==> src/rtl/int_arbiter_if.sv <==
// Bus and core-handshake bundle for the interrupt arbiter.
// The arbiter takes the slave side; the bus fabric / core model takes the master side.
interface int_arbiter_if;
    logic        ic_we;
    logic [31:0] ic_adr;
    logic [31:0] ic_wdata;
    logic [31:0] ic_rdata;
    logic        int_ack_i;
    logic        int_req_o;
    logic [4:0]  int_id_o;

    modport slave (
        input  ic_we, ic_adr, ic_wdata, int_ack_i,
        output ic_rdata, int_req_o, int_id_o
    );

    modport master (
        output ic_we, ic_adr, ic_wdata, int_ack_i,
        input  ic_rdata, int_req_o, int_id_o
    );
endinterface

==> src/rtl/int_arbiter.sv <==
// Interrupt arbiter: latches source pulses into pending bits, masks them with
// an enable register, picks one winner (fixed or round-robin priority) and runs
// a request / acknowledge / complete handshake so one interrupt is in service.
module int_arbiter #(
    parameter int unsigned NUM_SRC  = 4,
    parameter int unsigned ARB_MODE = 0
) (
    input  logic               clk,
    input  logic               rst_n,
    input  logic [NUM_SRC-1:0] irq_src_i,
    int_arbiter_if.slave       bus
);

    localparam logic [5:0] NUM_SRC_W = 6'(NUM_SRC);
    localparam logic [4:0] LAST_ID   = 5'(NUM_SRC - 1);

    typedef enum logic [1:0] {
        IDLE    = 2'd0,
        REQ     = 2'd1,
        SERVICE = 2'd2
    } state_t;

    state_t               state_q, state_d;
    logic [NUM_SRC-1:0]   pending_q, pending_d;
    logic [NUM_SRC-1:0]   enable_q, enable_d;
    logic [NUM_SRC-1:0]   cand, id_mask, sw_clr, ack_clr;
    logic [4:0]           id_q, id_d;
    logic [4:0]           rr_ptr_q, rr_ptr_d;
    logic                 req_q;
    logic [4:0]           scan_start, win_ofs, win_id;
    logic [5:0]           win_sum;
    logic                 win_valid;
    logic [2*NUM_SRC-1:0] cand_dbl;
    logic [NUM_SRC-1:0]   cand_rot;
    logic                 wr_pending, wr_enable, wr_claim;
    logic                 unused_bus;

    assign wr_pending = bus.ic_we && (bus.ic_adr[3:0] == 4'h0);
    assign wr_enable  = bus.ic_we && (bus.ic_adr[3:0] == 4'h4);
    assign wr_claim   = bus.ic_we && (bus.ic_adr[3:0] == 4'h8);
    assign cand       = pending_q & enable_q;
    assign unused_bus = ^{bus.ic_adr[31:4], bus.ic_wdata};

    // One-hot mask of the latched id, used for withdrawal test and ack clear.
    always_comb begin
        // NOTE: every combinational output gets a default first so no path leaves it unassigned (no latch).
        id_mask = '0;
        for (int i = 0; i < NUM_SRC; i++) begin
            id_mask[i] = (id_q == 5'(i));
        end
    end

    // Winner search: rotate candidates so the scan start sits at bit 0, take the lowest set bit.
    always_comb begin
        scan_start = (ARB_MODE != 0) ? rr_ptr_q : 5'd0;
        cand_dbl   = {cand, cand} >> scan_start;
        cand_rot   = cand_dbl[NUM_SRC-1:0];
        win_valid  = |cand_rot;
        win_ofs    = 5'd0;
        for (int j = NUM_SRC - 1; j >= 0; j--) begin
            if (cand_rot[j]) win_ofs = 5'(j);
        end
        win_sum = {1'b0, scan_start} + {1'b0, win_ofs};
        win_id  = (win_sum >= NUM_SRC_W) ? 5'(win_sum - NUM_SRC_W) : win_sum[4:0];
    end

    // Handshake state machine: next state, latched id, round-robin pointer, ack clear.
    always_comb begin
        state_d  = state_q;
        id_d     = id_q;
        rr_ptr_d = rr_ptr_q;
        ack_clr  = '0;
        case (state_q)
            IDLE: begin
                if (win_valid) begin
                    id_d    = win_id;
                    state_d = REQ;
                end
            end
            REQ: begin
                // Ack has priority over a withdrawal seen in the same cycle.
                if (bus.int_ack_i) begin
                    ack_clr = id_mask;
                    state_d = SERVICE;
                end else if (!(|(cand & id_mask))) begin
                    state_d = IDLE;
                end
            end
            SERVICE: begin
                if (wr_claim && (bus.ic_wdata[4:0] == id_q)) begin
                    state_d = IDLE;
                    if (ARB_MODE != 0) begin
                        rr_ptr_d = (id_q == LAST_ID) ? 5'd0 : id_q + 5'd1;
                    end
                end
            end
            default: state_d = IDLE;
        endcase
    end

    // Pending / enable next values; a new pulse beats any same-cycle clear.
    always_comb begin
        sw_clr    = wr_pending ? bus.ic_wdata[NUM_SRC-1:0] : '0;
        pending_d = (pending_q & ~sw_clr & ~ack_clr) | irq_src_i;
        enable_d  = wr_enable ? bus.ic_wdata[NUM_SRC-1:0] : enable_q;
    end

    // Control registers with synchronous active-low reset.
    always_ff @(posedge clk) begin
        // NOTE: sequential state uses non-blocking assignments so every register samples pre-edge values.
        if (!rst_n) begin
            state_q  <= IDLE;
            id_q     <= 5'd0;
            rr_ptr_q <= 5'd0;
            req_q    <= 1'b0;
        end else begin
            state_q  <= state_d;
            id_q     <= id_d;
            rr_ptr_q <= rr_ptr_d;
            req_q    <= (state_d == REQ);
        end
    end

    // Software-visible pending and enable registers.
    always_ff @(posedge clk) begin
        if (!rst_n) begin
            pending_q <= '0;
            enable_q  <= '0;
        end else begin
            pending_q <= pending_d;
            enable_q  <= enable_d;
        end
    end

    // Combinational read mux; forced to zero while reset is held.
    always_comb begin
        bus.ic_rdata = 32'd0;
        if (rst_n) begin
            case (bus.ic_adr[3:0])
                4'h0:    bus.ic_rdata[NUM_SRC-1:0] = pending_q;
                4'h4:    bus.ic_rdata[NUM_SRC-1:0] = enable_q;
                4'h8:    bus.ic_rdata = {(state_q == SERVICE), 26'd0, id_q};
                4'hC:    bus.ic_rdata = {30'd0, state_q};
                default: bus.ic_rdata = 32'd0;
            endcase
        end
    end

    assign bus.int_req_o = req_q;
    assign bus.int_id_o  = id_q;

endmodule

==> src/flat_wrapper.sv <==
// flat-port wrapper written by rule: the top's interface ports become plain ports
module int_arbiter_flat 
#(
    parameter int unsigned NUM_SRC  = 4,
    parameter int unsigned ARB_MODE = 0
)
  (clk, rst_n, irq_src_i, bus_ic_we, bus_ic_adr, bus_ic_wdata, bus_int_ack_i, bus_ic_rdata, bus_int_req_o, bus_int_id_o);
  int_arbiter_if bus_i ();
  input  logic clk;
  input  logic rst_n;
  input  logic [NUM_SRC-1:0] irq_src_i;
  input wire logic [$bits(bus_i.ic_we)-1:0] bus_ic_we;
  input wire logic [$bits(bus_i.ic_adr)-1:0] bus_ic_adr;
  input wire logic [$bits(bus_i.ic_wdata)-1:0] bus_ic_wdata;
  input wire logic [$bits(bus_i.int_ack_i)-1:0] bus_int_ack_i;
  output wire logic [$bits(bus_i.ic_rdata)-1:0] bus_ic_rdata;
  output wire logic [$bits(bus_i.int_req_o)-1:0] bus_int_req_o;
  output wire logic [$bits(bus_i.int_id_o)-1:0] bus_int_id_o;
  assign bus_i.ic_we = bus_ic_we;
  assign bus_i.ic_adr = bus_ic_adr;
  assign bus_i.ic_wdata = bus_ic_wdata;
  assign bus_i.int_ack_i = bus_int_ack_i;
  assign bus_ic_rdata = bus_i.ic_rdata;
  assign bus_int_req_o = bus_i.int_req_o;
  assign bus_int_id_o = bus_i.int_id_o;
  int_arbiter #(.NUM_SRC(NUM_SRC), .ARB_MODE(ARB_MODE)) u_core (.clk(clk), .rst_n(rst_n), .irq_src_i(irq_src_i), .bus(bus_i));
endmodule
==> config.mk <==
export PLATFORM = sky130hd
export DESIGN_NAME = int_arbiter_flat
export DESIGN_NICKNAME = d
export VERILOG_FILES = /design/src/rtl/int_arbiter_if.sv /design/src/rtl/int_arbiter.sv /design/src/flat_wrapper.sv
export SDC_FILE = /design/constraint.sdc
export NUM_CORES = 1
export LEC_CHECK = 0
export ABC_AREA = 1
export CAP_MARGIN = 30
export CELL_PAD_IN_SITES_DETAIL_PLACEMENT = 2
export CELL_PAD_IN_SITES_GLOBAL_PLACEMENT = 2
export CORE_ASPECT_RATIO = 0.8
export CORE_MARGIN = 2
export CORE_UTILIZATION = 12
export DETAILED_ROUTE_END_ITERATION = 12
export GPL_ROUTABILITY_DRIVEN = 1
export GPL_TIMING_DRIVEN = 1
export MAX_ROUTING_LAYER = met4
export PLACE_DENSITY_LB_ADDON = 0.1
export SETUP_SLACK_MARGIN = 0.5
export SLEW_MARGIN = 10
export SYNTH_ARGS = -nofsm -noshare
export SYNTH_HDL_FRONTEND = slang
export SYNTH_SLANG_ARGS = --single-unit
==> constraint.sdc <==
create_clock -name clk -period 1.4 [get_ports clk]
set_clock_uncertainty 0.1 [all_clocks]
set_input_delay 0.14 -clock clk [delete_from_list [all_inputs] [get_ports clk]]
set_output_delay 0.14 -clock clk [all_outputs]
set_load 0.1 [all_outputs]
# Word level (Yosys, flattened, before mapping)
# Cells that the tools add are included.
[word_totals]
ff_bits = 16
latch_bits = 0
mem_bits_rw = 0
romBits = 0
input_bits = 72
elab_cells = 50
memories = 0
[classes]
addsub = 1
multipliers = 0
n_div = 0
magnitude_cmp = 1
n_eq_ne = 10
shifts = 0
n_mux = 16
n_bitwise = 7
n_reduce_logical = 10
[op_table]
columns = ["operator", "count"]
rows = [
  ["$mux 32", 1],
  ["$mux 28", 1],
  ["$and 4x4->4", 4],
  ["$mux 2", 8],
  ["$pmux 4 s4", 1],
  ["$mux 4", 3],
  ["$eq 5x2->1 const B", 2],
  ["$eq 4x4->1 const B", 2],
  ["$not 4->4", 2],
  ["$reduce_or 4->1", 2],
  ["$pmux 2 s3", 1],
  ["$eq 5x1->1 const B", 1],
  ["$eq 5x5->1", 1],
  ["$logic_not 5->1", 1],
  ["$mux 5", 1],
  ["$eq 2x1->1 const B", 2],
  ["$eq 4x3->1 const B", 1],
  ["$logic_and 1x1->1", 4],
  ["$logic_not 4->1", 1],
  ["$or 4x4->4", 1],
  ["$sub 2x3->4 const B", 1],
  ["$ge 2x3->1 const B", 1],
  ["$eq 2x2->1 const B", 1],
  ["$logic_not 2->1", 1],
  ["$reduce_and 2->1", 1],
]

# Depth between registers and ports, before layout
# Gate-level depths: netlist of the first run.
[depth]
word_depth = 7
depth_mapped = 7

# Least setup slack after synthesis of the first run
# OpenSTA, ideal clock, no wires.
[synth_timing]
path_type = "register to output"
from = "register u_core.state_q[1]"
to = "output bus_ic_rdata[31]"
arrival_time_ns = 3.313
required_ns = 1.160
slack_ns = -2.153
stages_incl_launch_ff = 3
path_buffers = 0
cell_sequence = "dfxtp_1 inv_1 nor4_1"
[synth_between]
elab_chain_len = 3
[synth_rtl]
columns = ["element", "line", "text"]
rows = [
  ["start, declared", "int_arbiter.sv:23", "state_t state_q, state_d;"],
  ["start signal, assigned", "int_arbiter.sv:117", "state_q <= state_d;"],
  ["$eq 2x2->1", "int_arbiter.sv:142", "4'h8: bus.ic_rdata = {(state_q == SERVICE), 26'd0, id_q};"],
  ["$mux 28", "int_arbiter.sv:139", "case (bus.ic_adr[3:0])"],
  ["$mux 32", "int_arbiter.sv:138", "if (rst_n) begin"],
  ["end, declared", "flat_wrapper.sv:16", "output wire logic [$bits(bus_i.ic_rdata)-1:0] bus_ic_rdata;"],
]
# No other way between the ends.

# Final worst setup path of the first run
[layout_timing]
from = "register u_core.state_q[0]"
to = "output bus_ic_rdata[0]"
[layout_between]
elab_chain_len = 2
[layout_rtl]
columns = ["element", "line"]
rows = [
  ["$pmux 4 s4", "int_arbiter.sv:139"],
  ["$mux 32", "int_arbiter.sv:138"],
]
# No other way between the ends.

==> results of run 1 <==
-- synthesized netlist by cell type, types with 2 or more instances --
cell     count
nor3_1       2
o21ai_1      7
buf_4       30
nand2_1     22
inv_2        3
nand3_2      2
o22ai_1      2
inv_1       17
nand3_1      5
nor2_1      30
a21oi_1     13
dfxtp_1     13
nand4_1      3
-- metal layers --
metal	up-vias	track usage (%)	share of wire, %
li1	574	-	-
met1	549	12.2	45
met2	31	16.1	50
met3	2	2.69	5.2
met4	0	1.40	0.33
met5	-	-	0
-- worst register-to-register path: cells and delay by family (launching register included) --
kind	cells	cell delay, ps
compound gates	1	130
buf+inv	4	360
flops	1	350
simple gates	4	370
-- cell type report --
type / count / area, sq um
fill: 987 / 6380
multi-input combinational: 124 / 882
timing repair buffer: 62 / 627
sequential: 13 / 282
tap: 112 / 140
inverter: 20 / 85.1
clock buffer: 4 / 45.0
-- sequential cells by signal, indices dropped and copies added, names as in the netlist --
| signal | cells |
|---|---|
| u_core.bus.int_id_o | 2 |
| u_core.bus.int_req_o | 1 |
| u_core.enable_q | 4 |
| u_core.pending_q | 4 |
| u_core.state_q | 2 |
-- timing repair --
action | CTS | global route
gates cloned | 0 | 0
resized for setup | 73 | 30
endpoints found under the setup margin | 21 | 21
pin swaps | 27 | 14
hold buffers | 0 | 0
setup buffers | 13 | 5
-- cells by family after synthesis --
group | Yosys count | synth area share [%]
other cells | 1 | 0.360
buf+inv | 51 | 29.2
xor+xnor | 1 | 0.841
compound gates | 23 | 11.5
flops | 13 | 25.0
simple gates | 70 | 33.1
-- power breakdown --
part	total, mW	internal (mW)	switching [mW]
registers	0.392	0.380	0.0120
clock network	0.356	0.202	0.154
logic	0.648	0.137	0.511
total	1.40	0.719	0.677
-- through the flow --
stage               setup slack, ps  utilization [%]  instance area [sq um]
finish                         -101             24.4                   2060
CTS                            -134             23.0                   1940
detailed placement             -535             19.1                   1610
global route                   -220             24.4                   2060
floorplan                      -330                -                   1230
global placement               -501             19.1                   1610
-- worst max path at each step --
| stage | start | end | slack (ps) | depth (start not counted) |
|---|---|---|---|---|
| after global placement | bus_ic_adr[1] | bus_ic_rdata[1] | -500 | 8 |
| after floorplan | bus_ic_adr[1] | bus_ic_rdata[31] | -330 | 3 |
| after detailed placement | bus_ic_adr[1] | bus_ic_rdata[1] | -530 | 8 |
| after global routing | u_core.state_q[0] | bus_ic_rdata[0] | -220 | 6 |
| final | u_core.state_q[0] | bus_ic_rdata[0] | -100 | 6 |
| after CTS | u_core.state_q[0] | bus_ic_rdata[0] | -130 | 6 |
==> results.yml, run 1 <==
cts:
  clkTransAtPathRegs_ps: 60
  cts_root_buf: "clkbuf_8"
  cts_made_buffers: 3
  cts_buffer_depth: 2
  cts.sinks: 13
  clkLatencyLatePin_ps: 250
  cts_tree: "done"
  h-tree-depth: 1
synthesis:
  yosysTopAreaCellShare_pct: 25.0
  synth_flop_cell: "dfxtp_1"
  syn-instance-count: 159
  yosys-top-cells-area: "dfxtp_1 25%, buf_4 22%, nor2_1 11%"
  synth_edf_count: 0
  async_flop_share_pct: 0
  seq_area_frac_synth_pct: 25.0
  syn_area_sq_um: 1040
  syn_avg_cell_area_sq_um: 6.55
  ys_ff_latch: 13
  synth_warnings: 0
  ys_types: 23
  synth_top_area_cell: "dfxtp_1"
critical_path:
  crit_buf_inv: 2
  cp.required_ps: 1160
  slowest_stage: "dfxtp_4"
  crit_fanout: 3
  worstPathArrival_ps: 1260
  worstPathCellList: "nand4_1 > o21ai_1 > nor3_1 > buf_4 > nor2_4 > buf_12"
  r2r-end: "u_core.pending_q[3]"
  reg2reg_depth: 9
  crit_path_start_kind: "flop"
  crit_type: "flop to primary output"
  critical_path.top_delay_family: "flip-flops"
  rrSetupSlack_ps: -20
  r2r_start: "u_core.state_q[0]"
  worstSetupEndpointType: "primary output"
  slowest_delay_ps: 350
hold_path:
  hp-start: "bus_ic_adr[1]"
  min_path_type: "input port to flop"
  min_path_cells: 7
  min_to: "u_core.state_q[1]"
die:
  die_w_um: 108
  die_h_um: 87.3
  initial_utilization_pct: 12.3
  core-area_sq_um: 8450
  rows: 30
  ios: 110
  dieArea_sq_um: 9440
routing:
  drt_iter0_markers: 16
  wl_per_cell_um: 12.8
  final_antenna_net_count: 0
  vias: 1156
  first_pass_iters: 4
  wl_mm: 4.28
  viasPerCell: 3.45
  drc_errors: 0
status:
  outcome: "finished with violations"
  violations: "negative setup slack"
place:
  placed_cells: 313
  port_buffers: 24
  place_congestion: 0.695
  hpwl_mm: 3.39
sta:
  finalHoldViolations: 0
  rsz0062_at_grt: "true"
  final-setup-viol-count: 7
  period_minus_slack_ps: 1500
  slew_viol_final: 0
  hold_slack_ps: 330
  setup-tns-final_ps: -274
  fin_crit_sh_pct: 107
  fmax_mhz: 666
  setup_ws_ps: -101
run:
  max_cap_violations: 0
final_layout:
  final_cells: 335
  diodes: 0
  final_common_cell: "conb_1"
  drive_gt1_share_pct: 56.1
  fin_nets: 296
  area_growth_pct: 98.0
  layout_common_cells: "30 x conb_1, 29 x buf_4, 13 x nor2_4, 13 x nor2_1, 12 x nand2_1"
global_routing:
  grtUsageTotal_pct: 9.77
  antenna_found_initial: 0
  overflow: 0
  grt_pass1_wl_mm: 6.62
  grt_max_degree: 9
  grt_pass1_vias: 1242
power:
  power_leakage_nw: 0.861
  p_total_mw: 1.40
  vdd.ir_drop.worst_mv: 0.226
  powerDensity_nw_per_um2: 677
(Power assumes the default switching activity.)
==> run 2, diff against run 1 <==
CAP_MARGIN = default   (was 30)
CORE_MARGIN = default   (was 2)
==> run 2 against run 1 <==
  * The run still ends with negative setup slack left
  * Via count shrank 1.6%
  * Flip-flop and latch count stayed put
  * Critical path depth stayed put
  * Power is 0.14% higher
  * Global-route usage is 0.35 points lower
  * Maximum frequency fell by 0.90%
  * Sequential share of layout area increased by 0.55 points
  * Die area is 4.1% lower
  * Setup slack got worse by 14 ps
  * Hold slack better by 13 ps
  * Final cell count decreased by 1.8%
  * Combinational power about the same
  * Largest power group unchanged
==> results.yml, run 2 (synthesized netlist as in run 1, its figures left out) <==
sta:
  hold_slack_ps: 343
  period_minus_slack_ps: 1510
  slew_viol_final: 0
  fin_crit_sh_pct: 108
  setup_ws_ps: -115
  final-setup-viol-count: 3
  rsz0062_at_grt: "true"
  finalHoldViolations: 0
  setup-tns-final_ps: -297
  fmax_mhz: 660
die:
  rows: 29
  dieArea_sq_um: 9050
  initial_utilization_pct: 12.8
  die_h_um: 85.3
  ios: 110
  core-area_sq_um: 8160
  die_w_um: 106
critical_path:
  worstSetupEndpointType: "primary output"
  critical_path.endpoint: "bus_ic_rdata[0]"
  reg2reg_depth: 8
  r2r_start: "u_core.state_q[0]"
  crit_path_start_kind: "flop"
  rrSetupSlack_ps: 90
  crit_fanout: 2
  crit_type: "flop to primary output"
  r2r-end: "u_core.bus.int_id_o[0]"
  crit_start: "u_core.state_q[0]"
  cp.required_ps: 1160
  worstPathArrival_ps: 1270
cts:
  h-tree-depth: 1
  cts_tree: "done"
  cts_buffer_depth: 2
  cts_made_buffers: 3
  clkLatencyLatePin_ps: 250
  cts_hold_buf: 0
  clkTransAtPathRegs_ps: 60
  cts_root_buf: "clkbuf_8"
  cts.sinks: 13
place:
  pre_cts_slack_ps: -480
  placed_cell_area_sq_um: 1620
  port_buffers: 24
  placed_cells: 310
  place_congestion: 0.671
  hpwl_mm: 3.40
final_layout:
  fin_util_pct: 24.5
  drive_gt1_share_pct: 54.3
  layout_common_cells: "30 x conb_1, 25 x buf_4, 16 x nor2_1"
  area_growth_pct: 91.9
  final_cells: 329
  top_regs: "u_core.enable_q (4), u_core.pending_q (4)"
  fin_nets: 294
  final_common_cell: "conb_1"
  stdcell_area_sq_um: 2000
  diodes: 0
power:
  vdd.ir_drop.worst_mv: 0.261
  powerDensity_nw_per_um2: 699
  power_leakage_nw: 0.805
  p_total_mw: 1.40
run:
  max_cap_violations: 0
global_routing:
  grtUsageTotal_pct: 9.42
  grtUsageMet3_pct: 2.76
  busiest_layer: "met2"
  gr-usage-met1_pct: 11.5
  grt_pass1_wl_mm: 6.22
  antenna_found_initial: 0
  overflow: 0
  grt_max_degree: 9
  use_met2_pct: 15.8
  grt_pass1_vias: 1163
routing:
  final_antenna_net_count: 0
  drc_errors: 0
  wl_per_cell_um: 12.4
  drt_iter0_markers: 17
  vias: 1137
  viasPerCell: 3.46
  first_pass_iters: 3
  wl_mm: 4.08
status:
  violations: "negative setup slack"
  outcome: "finished with violations"
hold_path:
  min_path_type: "input port to flop"
-- run 2: final cells by class --
type,count,area [sq um]
Clock inverter,1,5.00
Tap cell,108,135
Timing Repair Buffer,60,629
Inverter,20,85.1
Clock buffer,3,41.3
Sequential cell,13,284
Multi-Input combinational cell,124,818
Fill cell,949,6170
-- run 2: how the worst min path moves through the flow --
stage / slack [ps] / startpoint / to / cells past startpoint
final: 340 / bus_ic_adr[0] / u_core.state_q[1] / 7
after global routing: 360 / rst_n / u_core.enable_q[1] / 4
after CTS: 340 / rst_n / u_core.enable_q[1] / 4
after detailed placement: 370 / u_core.enable_q[2] / u_core.enable_q[2] / 2
after global placement: 370 / u_core.enable_q[2] / u_core.enable_q[2] / 2
after floorplan: 150 / rst_n / u_core.bus.int_id_o[0] / 2
-- run 2: metal layers --
metal	part of all wire, %	vias to the layer above	routed length (um)
met5	0	-	0
met4	0.25	0	10
met3	5.3	2	216
met2	49	29	2010
met1	45	537	1840
li1	-	569	-
-- run 2: repair_timing --
| item | 4_1_cts | 5_1_grt |
|---|---|---|
| gates resized for setup | 68 | 26 |
| setup buffers | 7 | 8 |
| endpoints found under the setup margin | 21 | 21 |
| pin swaps | 30 | 22 |
-- run 2: critical path, stage by stage, from the launching register on --
cell     delay (ps)
dfxtp_4         360
nand4_1         120
o21ai_1         100
nor3_1           60
buf_4           130
nor2_4           90
buf_12          180
-- run 2: power breakdown --
group / leakage (nW) / total, mW / switching, mW / internal [mW]
Sequential: 0.112 / 0.391 / 0.0107 / 0.380
Combinational: 0.668 / 0.646 / 0.507 / 0.139
Clock: 0.0255 / 0.360 / 0.163 / 0.197
